### config.mk
export PLATFORM = sky130hd
export DESIGN_NAME = fuel_refill_controller
export DESIGN_NICKNAME = d
export VERILOG_FILES = /design/src/rtl/fuel_refill_controller.sv
export SDC_FILE = /design/constraint.sdc
export NUM_CORES = 1
export LEC_CHECK = 0
export ABC_CLOCK_PERIOD_IN_PS = 1600
export CAP_MARGIN = 20
export CELL_PAD_IN_SITES_DETAIL_PLACEMENT = 1
export CELL_PAD_IN_SITES_GLOBAL_PLACEMENT = 2
export CORE_ASPECT_RATIO = 1.75
export CORE_MARGIN = 5
export CORE_UTILIZATION = 26
export CTS_CLUSTER_SIZE = 24
export DETAILED_ROUTE_END_ITERATION = 6
export GPL_TIMING_DRIVEN = 1
export PLACE_DENSITY_LB_ADDON = 0.1
export REMOVE_ABC_BUFFERS = 1
export SYNTH_ARGS = -nofsm -noshare
export SYNTH_HDL_FRONTEND = slang
export SYNTH_SLANG_ARGS = --single-unit
### constraint.sdc
create_clock -name clk -period 1.6 [get_ports clk]
set_input_delay 0.32 -clock clk [delete_from_list [all_inputs] [get_ports clk]]
set_output_delay 0.32 -clock clk [all_outputs]
set_load 0.03 [all_outputs]
### src/rtl/fuel_refill_controller.sv
// fuel_refill_controller: pumps a refill one litre at a time and clips delivery at tank capacity
module fuel_refill_controller #(
  parameter int TANK_CAP     = 31,
  parameter int PULSE_CYCLES = 4
) (
  input  logic       clk,
  input  logic       reset,
  input  logic       start,
  input  logic [4:0] req_litres,
  input  logic       abort,
  input  logic [4:0] tank_level_in,
  output logic       busy,
  output logic       pump_on,
  output logic       litre_pulse,
  output logic [4:0] tank_level,
  output logic [4:0] delivered,
  output logic       done,
  output logic       clipped
);
  localparam int CW = PULSE_CYCLES > 1 ? $clog2(PULSE_CYCLES) : 1;
  localparam logic [CW-1:0] RELOAD = CW'(PULSE_CYCLES - 1);
  localparam logic [4:0] CAP = 5'(TANK_CAP);
  localparam logic [1:0] IDLE = 2'd0, PUMP = 2'd1, DONE = 2'd2;
  logic [1:0] state;
  logic [CW-1:0] cnt;
  logic [4:0] remaining, room, target;
  // free capacity and the clipped delivery target for a new request
  always_comb begin
    room = tank_level_in >= CAP ? 5'd0 : CAP - tank_level_in;
    target = req_litres > room ? room : req_litres;
  end
  assign busy = state != IDLE;
  assign pump_on = state == PUMP;
  assign done = state == DONE;
  // refill sequencing: accept request, count pump cycles per litre, finish or abort
  always_ff @(posedge clk or posedge reset) begin
    if (reset) begin
      state <= IDLE;
      cnt <= '0;
      remaining <= '0;
      tank_level <= '0;
      delivered <= '0;
      clipped <= 1'b0;
      litre_pulse <= 1'b0;
    end else begin
      litre_pulse <= 1'b0;
      case (state)
        IDLE: if (start) begin
          tank_level <= tank_level_in;
          delivered <= '0;
          clipped <= req_litres > room;
          remaining <= target;
          cnt <= RELOAD;
          state <= target == 5'd0 ? DONE : PUMP;
        end
        PUMP: if (cnt == '0) begin
          litre_pulse <= 1'b1;
          tank_level <= tank_level + 5'd1;
          delivered <= delivered + 5'd1;
          remaining <= remaining - 5'd1;
          cnt <= RELOAD;
          if (remaining == 5'd1 || abort) state <= DONE;
        end else begin
          cnt <= cnt - 1'b1;
          if (abort) state <= DONE;
        end
        default: state <= IDLE;
      endcase
    end
  end
endmodule

# == After elaboration in Yosys (flattened, before gate mapping) ==
# Index checks and enable logic that the tools add are counted.
# word_totals
elab_cells,53
ram_bits,0
inputBits,14
latchBits,0
rom_bits,0
mem_count,0
register_bits,21
# op_classes
order_cmp,2
n_shift,0
n_div,0
bitwise_logic,0
n_mul,0
muxes,22
reduce_logical,10
add_sub_neg,5
eq_ne,7
# ops
cell,count
5-bit two-way mux,8
5-bit one-hot mux with 2 select lines,3
2-bit two-way mux,7
5-bit by 1-bit adder with 5-bit output (second input constant),2
2-bit one-hot mux with 2 select lines,2
3-bit by 2-bit inequality test with 1-bit output (second input constant),2
3-bit AND reduction,2
5-bit by 1-bit equality test with 1-bit output (second input constant),1
5-bit >= comparator (second input constant),1
5-bit greater-than comparator,1
5-bit zero test,1
5-bit by 1-bit subtractor with 5-bit output (second input constant),1
5-bit subtractor (first input constant),1
2-bit zero test,2
2-bit AND reduction,2
2-bit nonzero test,2
2-bit by 1-bit equality test with 1-bit output (second input constant),1
2-bit equality test (second input constant),1
1-bit two-way mux,2
2-bit by 1-bit inequality test with 1-bit output (second input constant),1
2-bit inequality test (second input constant),1
2-bit by 1-bit subtractor with 2-bit output (second input constant),1
1-bit logical OR,1

# == Logic depth before layout (Yosys ltp) ==
# Gate-level depths: netlist (run 1).
# depth
depth_word,8
depth_mapped,8

# == Worst setup path before layout (run 1) ==
# OpenSTA, ideal clock, no wires.
# synth_path
path_type,input -> register
from,input port tank_level_in[2]
to,register state[0]
required_time_ns,1.478
path_stages,7
setup_ns,0.122
arrival_time_ns,1.610
setup_slack_ns,-0.131
cell_sequence,clkbuf_1 > ha_1 > and3_2 > a32o_2 > buf_6 > mux2i_1 > a32o_1
# synth_between
elab_chain_cells,8
word_cells_on_any_way,9
# synth_lines
element,line,text
"start, declared",11,"input logic [4:0] tank_level_in,"
5-bit subtractor or 5-bit >= comparator (tied branches),29,room = tank_level_in >= CAP ? 5'd0 : CAP - tank_level_in;
5-bit two-way mux *,29,
5-bit greater-than comparator,30,target = req_litres > room ? room : req_litres;
5-bit two-way mux *,30,
5-bit zero test *,54,state <= target == 5'd0 ? DONE : PUMP;
2-bit two-way mux *,54,
2-bit two-way mux *,48,IDLE: if (start) begin
2-bit one-hot mux with 2 select lines *,47,case (state)
"end signal, assigned",54,
"end, declared",24,logic [1:0] state;
# Every way passes the cells marked *; elsewhere a longest branch is shown, timed or not. The select of a mux whose other input is x is not followed.
# A chain may end at the register's enable or synchronous reset.

# == Final worst setup path (run 1) ==
# layout_path
from,input port req_litres[4]
to,register state[0]
# layout_between
elab_chain_cells,6
# layout_lines
element,line,text
"start, declared",9,"input logic [4:0] req_litres,"
5-bit greater-than comparator,30,
5-bit two-way mux *,30,
5-bit zero test *,54,
2-bit two-way mux *,54,
2-bit two-way mux *,48,
2-bit one-hot mux with 2 select lines *,47,
# Marked as above.

==> results.py, run 1 <==
metrics = {
    "outcome": {
        "status": "complete, no violations",
    },
    "yosys": {
        "synth-seq-area-share_pct": 40.3,
        "synthCells": 150,
        "ys_async_sr_fraction_pct": 100,
        "avgSynthCellArea_um2": 8.68,
        "yosysWarningCount": 0,
        "synth_enable_flop_cells": 0,
        "synth_top_area_cell": "dfrtp_1",
        "ys_ff_latch": 21,
        "synth_top_area_share_pct": 40.3,
        "synth_area_leaders": "dfrtp_1, ha_1, o21ai_0",
        "synth_cell_types": 34,
        "synth_top_flop_cell": "dfrtp_1",
        "synthesis.area_um2": 1300,
    },
    "setup_path": {
        "worstPathRequired_ns": 1.80,
        "critPathLaunchType": "input pin",
        "critical-path-max-stage-delay_ns": 0.26,
        "crit_chain": "buf_8 > ha_4 > and3_4 > a211oi_4 > a32o_2 > mux2i_2 > a32o_1",
        "critPathTopFamily": "compound AO/OA/AOI/OAI gates",
        "cp.arrival_ns": 1.78,
        "cp_slowest_cell": "a32o_2",
        "cp_max_fo": 5,
        "worst-path-buf-inv": 1,
        "endpoint_kind": "flip-flop",
        "crit_type": "input pin to flip-flop",
    },
    "sta": {
        "tightestPinTransition_ns": 0.350,
        "fmax_ghz": 0.632,
        "timing.setup.tns_ns": 0,
        "hold_ws_ns": 0.384,
        "hold_violations": 0,
        "period_share_pct": 98.8,
        "final-max-slew-violation-count": 0,
        "rsz0062_at_grt": "true",
        "max_slew_margin_pct": 76.5,
        "fin_worst_skew_ns": 0.0102,
        "period_needed_ns": 1.58,
        "setup_viol": 0,
    },
    "clock_network": {
        "clk_path_buf_depth": 2,
        "path_clk_slew_ns": 0.09,
        "hold_buffers": 0,
        "cts.root.buffer_cell": "clkbuf_8",
        "cts_tree": "built",
        "cts_max_level": 1,
        "numClockSinks": 21,
        "cts_buffers": 3,
        "insertion_delay_ns": 0.27,
    },
    "place": {
        "hpwl_um": 3330,
        "io_buffers": 28,
        "gp_congestion": 0.741,
    },
    "detailed_routing": {
        "remaining_drc_errors": 0,
        "routedWlPerCell_um": 17.7,
        "dr.pass1.iters": 4,
        "via_per_inst": 5.23,
        "routed_wl_um": 4650,
        "drtIter0Drc": 26,
        "vias": 1376,
        "antenna_left": 0,
    },
    "power": {
        "cellPowerDensity_nw_per_um2": 1510,
        "switching_share_pct": 45.2,
        "power_frac_seq_pct": 31.0,
        "irDropWorstVdd_mv": 0.694,
        "pwr-share-clk_pct": 12.2,
        "p_leak_nw": 0.984,
        "p_comb_share_pct": 56.8,
        "p_total_mw": 3.03,
        "p_int_mw": 1.66,
        "switching_power_mw": 1.37,
    },
    "final_layout": {
        "final_layout_size_suffix_gt1_share_pct": 36.4,
        "final_cell_mix": "buf_4, dfrtp_1, nand2_1",
        "final_net_count": 234,
        "layout_commonest_cell": "buf_4",
        "antenna_cells": 0,
        "syn2layout_area_growth_pct": 54.6,
    },
    "grt": {
        "grt_use_total_pct": 14.6,
        "grt_pass1_vias": 1589,
        "grt_pass1_wl_um": 7770,
        "grt.overflow.total": 0,
        "antenna_found_initial": 0,
        "grt_max_degree": 22,
    },
    "die": {
        "ioPinCount": 29,
        "fp.dieW_um": 63.5,
        "die-area_um2": 6580,
        "chipHeight_um": 104,
        "core_um2": 4930,
        "initial_core_util_pct": 26.4,
        "placementRows": 34,
    },
    "run": {
        "max_cap_viol_count": 0,
    },
    "min_path": {
        "hp-class": "input pin to asynchronous set/reset pin",
    },
}
## layout make-up
| type | instances | area [um^2] |
|---|---|---|
| Clock buffer | 3 | 41.3 |
| Timing Repair Buffer | 63 | 514 |
| Multi-Input combinational cell | 110 | 817 |
| Clock inverter | 1 | 5.00 |
| Sequential cell | 21 | 527 |
| Fill cell | 592 | 2920 |
| Tap cell | 54 | 67.6 |
| Inverter | 11 | 41.3 |
## final timing paths
path	startpoint	endpoint	slack [ns]	cells after the start
worst min-delay path	reset	delivered[2]$_DFFE_PP0P_	0.38	3
worst max register to register	cnt[0]$_DFFE_PP0P_	remaining[2]$_DFFE_PP0P_	0.12	7
worst max-delay path	req_litres[4]	state[0]$_DFFE_PP0P_	0.02	7
worst min register to register	delivered[4]$_DFFE_PP0P_	delivered[4]$_DFFE_PP0P_	0.49	1
min in group clk	delivered[4]$_DFFE_PP0P_	delivered[4]$_DFFE_PP0P_	0.49	1
max in group asynchronous	reset	state[0]$_DFFE_PP0P_	0.96	3
## power groups by stage
stage | clock (mW) | sequential, mW | combinational [mW]
after global placement | 0 | 0.936 | 1.58
after global routing | 0.409 | 0.981 | 1.88
final | 0.370 | 0.941 | 1.72
after floorplan | 0 | 1.12 | 0.687
after CTS | 0.378 | 0.939 | 1.69
after detailed placement | 0 | 0.950 | 1.62
## sequential cells by signal, indices dropped and copies added, names as in the netlist
signal       cells
remaining        5
cnt              2
clipped          1
tank_level       5
state            2
delivered        5
litre_pulse      1
## Yosys cell counts, types with 2 or more instances
master    instances
nand2_1          15
a31oi_1           3
nor3b_1           2
o21ai_0          14
nand3_1           5
a211o_1           2
clkbuf_1          4
ha_1             10
o21ai_1           5
and3_1            3
o22ai_1           3
buf_2             4
inv_1            10
mux2i_1           5
nor2b_1           2
a21oi_1           8
dfrtp_1          21
nor3_1            7
nor2_1           11
o31ai_1           2
## metrics by stage
step	cells	worst slack (ns)	util, %	instance area [um^2]
floorplan	141	-0.119	-	1260
global route	263	-0.0352	40.8	2010
finish	263	0.0187	40.8	2010
CTS	260	-0.00765	39.7	1960
global placement	249	-0.657	36.4	1790
detailed placement	249	-0.724	36.4	1790
## logic make-up after synthesis
family	Yosys count	synth area share (%)
compound gates	42	19.7
fa+ha+maj	10	9.61
buf+inv	20	6.72
flops	21	40.3
mux	6	4.71
simple gates	51	18.9
## layer usage
metal  global-route usage [%]  wire length (um)  part of all wire (%)  vias to the layer above
li1                         -                 -                     -                      652
met1                     15.0              1760                    38                      673
met2                     27.5              2550                    55                       37
met3                     2.17               142                   3.1                       14
met4                     6.84               204                   4.4                        0
met5                        0                 0                     0                        -
## worst reg2reg max path: stages, from the launching register on
cell and delay (ns):
dfrtp_1 0.40, inv_2 0.07, ha_4 0.13, mux2i_2 0.07, or2_4 0.27, o21ai_2 0.14
o21ai_1 0.08, a211o_1 0.23
## timing repair
action / CTS / global route
gates cloned: 2 / 0
setup buffers: 5 / 3
endpoints found under the setup margin: 22 / 13
gates resized for setup: 66 / 21
pin swaps: 10 / 12
Power figures use the tool's default switching activity.
==> run 2: changes to the inputs <==
--- a/config.mk
+++ b/config.mk
@@ -5,13 +5,13 @@
 export SDC_FILE = /design/constraint.sdc
 export NUM_CORES = 1
 export LEC_CHECK = 0
+export ABC_AREA = 1
 export ABC_CLOCK_PERIOD_IN_PS = 1600
 export CAP_MARGIN = 20
 export CELL_PAD_IN_SITES_DETAIL_PLACEMENT = 1
 export CELL_PAD_IN_SITES_GLOBAL_PLACEMENT = 2
 export CORE_ASPECT_RATIO = 1.75
-export CORE_MARGIN = 5
-export CORE_UTILIZATION = 26
+export CORE_UTILIZATION = 25
 export CTS_CLUSTER_SIZE = 24
 export DETAILED_ROUTE_END_ITERATION = 6
 export GPL_TIMING_DRIVEN = 1
==> run 2 against run 1 <==
  * The flow now finishes with violations (design-rule violations)
  * Critical path depth down 3
  * Combinational power rose by 20%
  * Fmax up 3.3%
==> results.py, run 2 <==
metrics = {
    "outcome": {
        "status": "finished, violations left",
        "failed_checks": "design-rule violations",
    },
    "yosys": {
        "ys_ff_latch": 21,
        "synth_enable_flop_cells": 0,
        "synth_area_leaders": "dfrtp_1, nand2_1, ha_1",
        "avgSynthCellArea_um2": 7.63,
        "ys_async_sr_fraction_pct": 100,
        "synthesis.area_um2": 1360,
        "synth_top_area_cell": "dfrtp_1",
        "synth_top_area_share_pct": 38.7,
        "synth_most_common_cell": "nand2_1",
        "synthCells": 178,
        "yosys-top-cells-count": "nand2_1, inv_1, dfrtp_1, nor2_1",
        "synth_top_flop_cell": "dfrtp_1",
        "yosysWarningCount": 0,
        "synth-seq-area-share_pct": 38.7,
        "synth_cell_types": 29,
    },
    "grt": {
        "grt_pass1_wl_um": 7150,
        "grt_max_degree": 22,
        "grt_pass1_vias": 1550,
        "antenna_found_initial": 0,
        "grt_use_total_pct": 16.3,
        "grt.overflow.total": 0,
    },
    "final_layout": {
        "final_cells": 286,
        "fillers": 636,
        "final_net_count": 256,
        "antenna_cells": 0,
        "reg_top3": "delivered x5, remaining x5, tank_level x5",
        "final_cell_mix": "buf_4, nand2_1, dfrtp_1",
        "layout_commonest_cell": "buf_4",
        "syn2layout_area_growth_pct": 56.1,
        "final_layout_size_suffix_gt1_share_pct": 39.8,
    },
    "clock_network": {
        "clk_path_buf_depth": 2,
        "path_clk_slew_ns": 0.10,
        "hold_buffers": 0,
        "cts_tree": "built",
        "numClockSinks": 21,
        "cts.root.buffer_cell": "clkbuf_8",
        "insertion_delay_ns": 0.28,
        "cts_max_level": 1,
        "cts_buffers": 3,
    },
    "sta": {
        "hold_ws_ns": 0.397,
        "max_slew_margin_pct": 78.4,
        "fin_worst_skew_ns": 0.0155,
        "fmax_ghz": 0.653,
        "period_share_pct": 95.7,
        "tightestPinTransition_ns": 0.323,
        "rsz0062_at_grt": "true",
        "period_needed_ns": 1.53,
        "setup_viol": 0,
        "hold_violations": 0,
        "final-max-slew-violation-count": 0,
    },
    "die": {
        "die-area_um2": 5750,
        "ioPinCount": 29,
        "initial_core_util_pct": 25.9,
        "placementRows": 35,
        "fp.dieW_um": 57.7,
        "core_um2": 5260,
        "chipHeight_um": 99.5,
    },
    "place": {
        "gp_congestion": 0.825,
        "io_buffers": 28,
        "hpwl_um": 3360,
        "dpl.cell_count": 276,
    },
    "detailed_routing": {
        "routed_wl_um": 4430,
        "via_per_inst": 4.80,
        "dr.pass1.iters": 6,
        "vias": 1374,
        "routedWlPerCell_um": 15.5,
        "remaining_drc_errors": 2,
        "drtIter0Drc": 31,
        "antenna_left": 0,
    },
    "min_path": {
        "hp-class": "input pin to asynchronous set/reset pin",
    },
    "run": {
        "max_cap_viol_count": 0,
    },
    "power": {
        "cellPowerDensity_nw_per_um2": 1580,
        "irDropWorstVdd_mv": 0.489,
        "p_leak_nw": 1.08,
        "p_total_mw": 3.36,
    },
    "setup_path": {
        "cp_max_fo": 13,
        "endpoint_kind": "output pin",
        "cp.arrival_ns": 1.21,
        "setup.worst_path.start": "state[0]$_DFFE_PP0P_",
        "worstPathRequired_ns": 1.28,
        "r2r-start": "state[1]$_DFFE_PP0P_",
        "crit_type": "flip-flop to output pin",
        "r2r_cells": 9,
        "critPathLaunchType": "flip-flop",
    },
}
[run 2: changes by cell type after synthesis, sizes merged, moves of 3 or more]
cell   change
and3       -3
inv       +14
mux2i      -5
nand2     +28
nand3      +8
nor2       +6
nor3       -5
xor2       +3
[run 2: cell families after synthesis]
| logic type | synth area share, % |
|---|---|
| xor+xnor | 2.58 |
| compound gates | 13.6 |
| buf+inv | 9.30 |
| fa+ha+maj | 9.21 |
| flops | 38.7 |
| simple gates | 26.6 |
[run 2: routing by layer]
metal,part of all wire (%),wire [um],track usage (%),vias up
met5,0,0,0,-
met4,2.5,110,5.31,0
met3,2.2,97,1.30,8
met2,61,2680,35.1,26
met1,35,1540,15.0,662
li1,-,-,-,678
[run 2: path summary, 6_finish.rpt]
check                                                  to  slack [ns]
worst max-delay path                              pump_on        0.07
worst min-delay path            tank_level[3]$_DFFE_PP0P_        0.40
worst max register to register   delivered[4]$_DFFE_PP0P_        0.10
worst min register to register        clipped$_DFFE_PP0P_        0.49
max in group asynchronous        remaining[2]$_DFFE_PP0P_        0.95
min in group clk                tank_level[1]$_DFFE_PP0P_        0.46
[run 2: area by class of cell]
class | instances | area [um^2] | share of cell area, %
Multi-Input combinational cell | 125 | 942 | 44.4
Sequential cell | 21 | 526 | 24.8
Timing Repair Buffer | 56 | 437 | 20.6
Inverter | 25 | 98.8 | 4.66
Tap cell | 55 | 68.8 | 3.24
Clock buffer | 3 | 41.3 | 1.95
Clock inverter | 1 | 7.51 | 0.354
[run 2: metrics by stage]
step	cell area, um^2	utilization [%]	TNS, ns	setup slack, ns
final	2120	40.4	0	0.0690
after global routing	2120	40.4	-0.0245	-0.0156
after CTS	2020	38.5	0	0.00486
after detailed placement	1840	34.9	-4.41	-0.653
after global placement	1840	34.9	-3.36	-0.520
after floorplan	1330	-	0	0.0491
[run 2: critical path, cell delays in order (launching register included)]
cell and delay, ns:
dfrtp_1 0.39, buf_4 0.16, nand2_4 0.13, inv_6 0.08, buf_4 0.17
[run 2: what timing repair did]
item | 4_1_cts | 5_1_grt
pin swaps | 19 | 17
setup buffers | 3 | 3
resized for setup | 56 | 44
setup endpoints to repair | 21 | 12
[run 2: where the power goes]
group / leakage [nW] / internal, mW / switching, mW
clock: 0.0217 / 0.177 / 0.210
sequential: 0.262 / 0.745 / 0.158
combinational: 0.800 / 0.796 / 1.27
total: 1.08 / 1.72 / 1.64
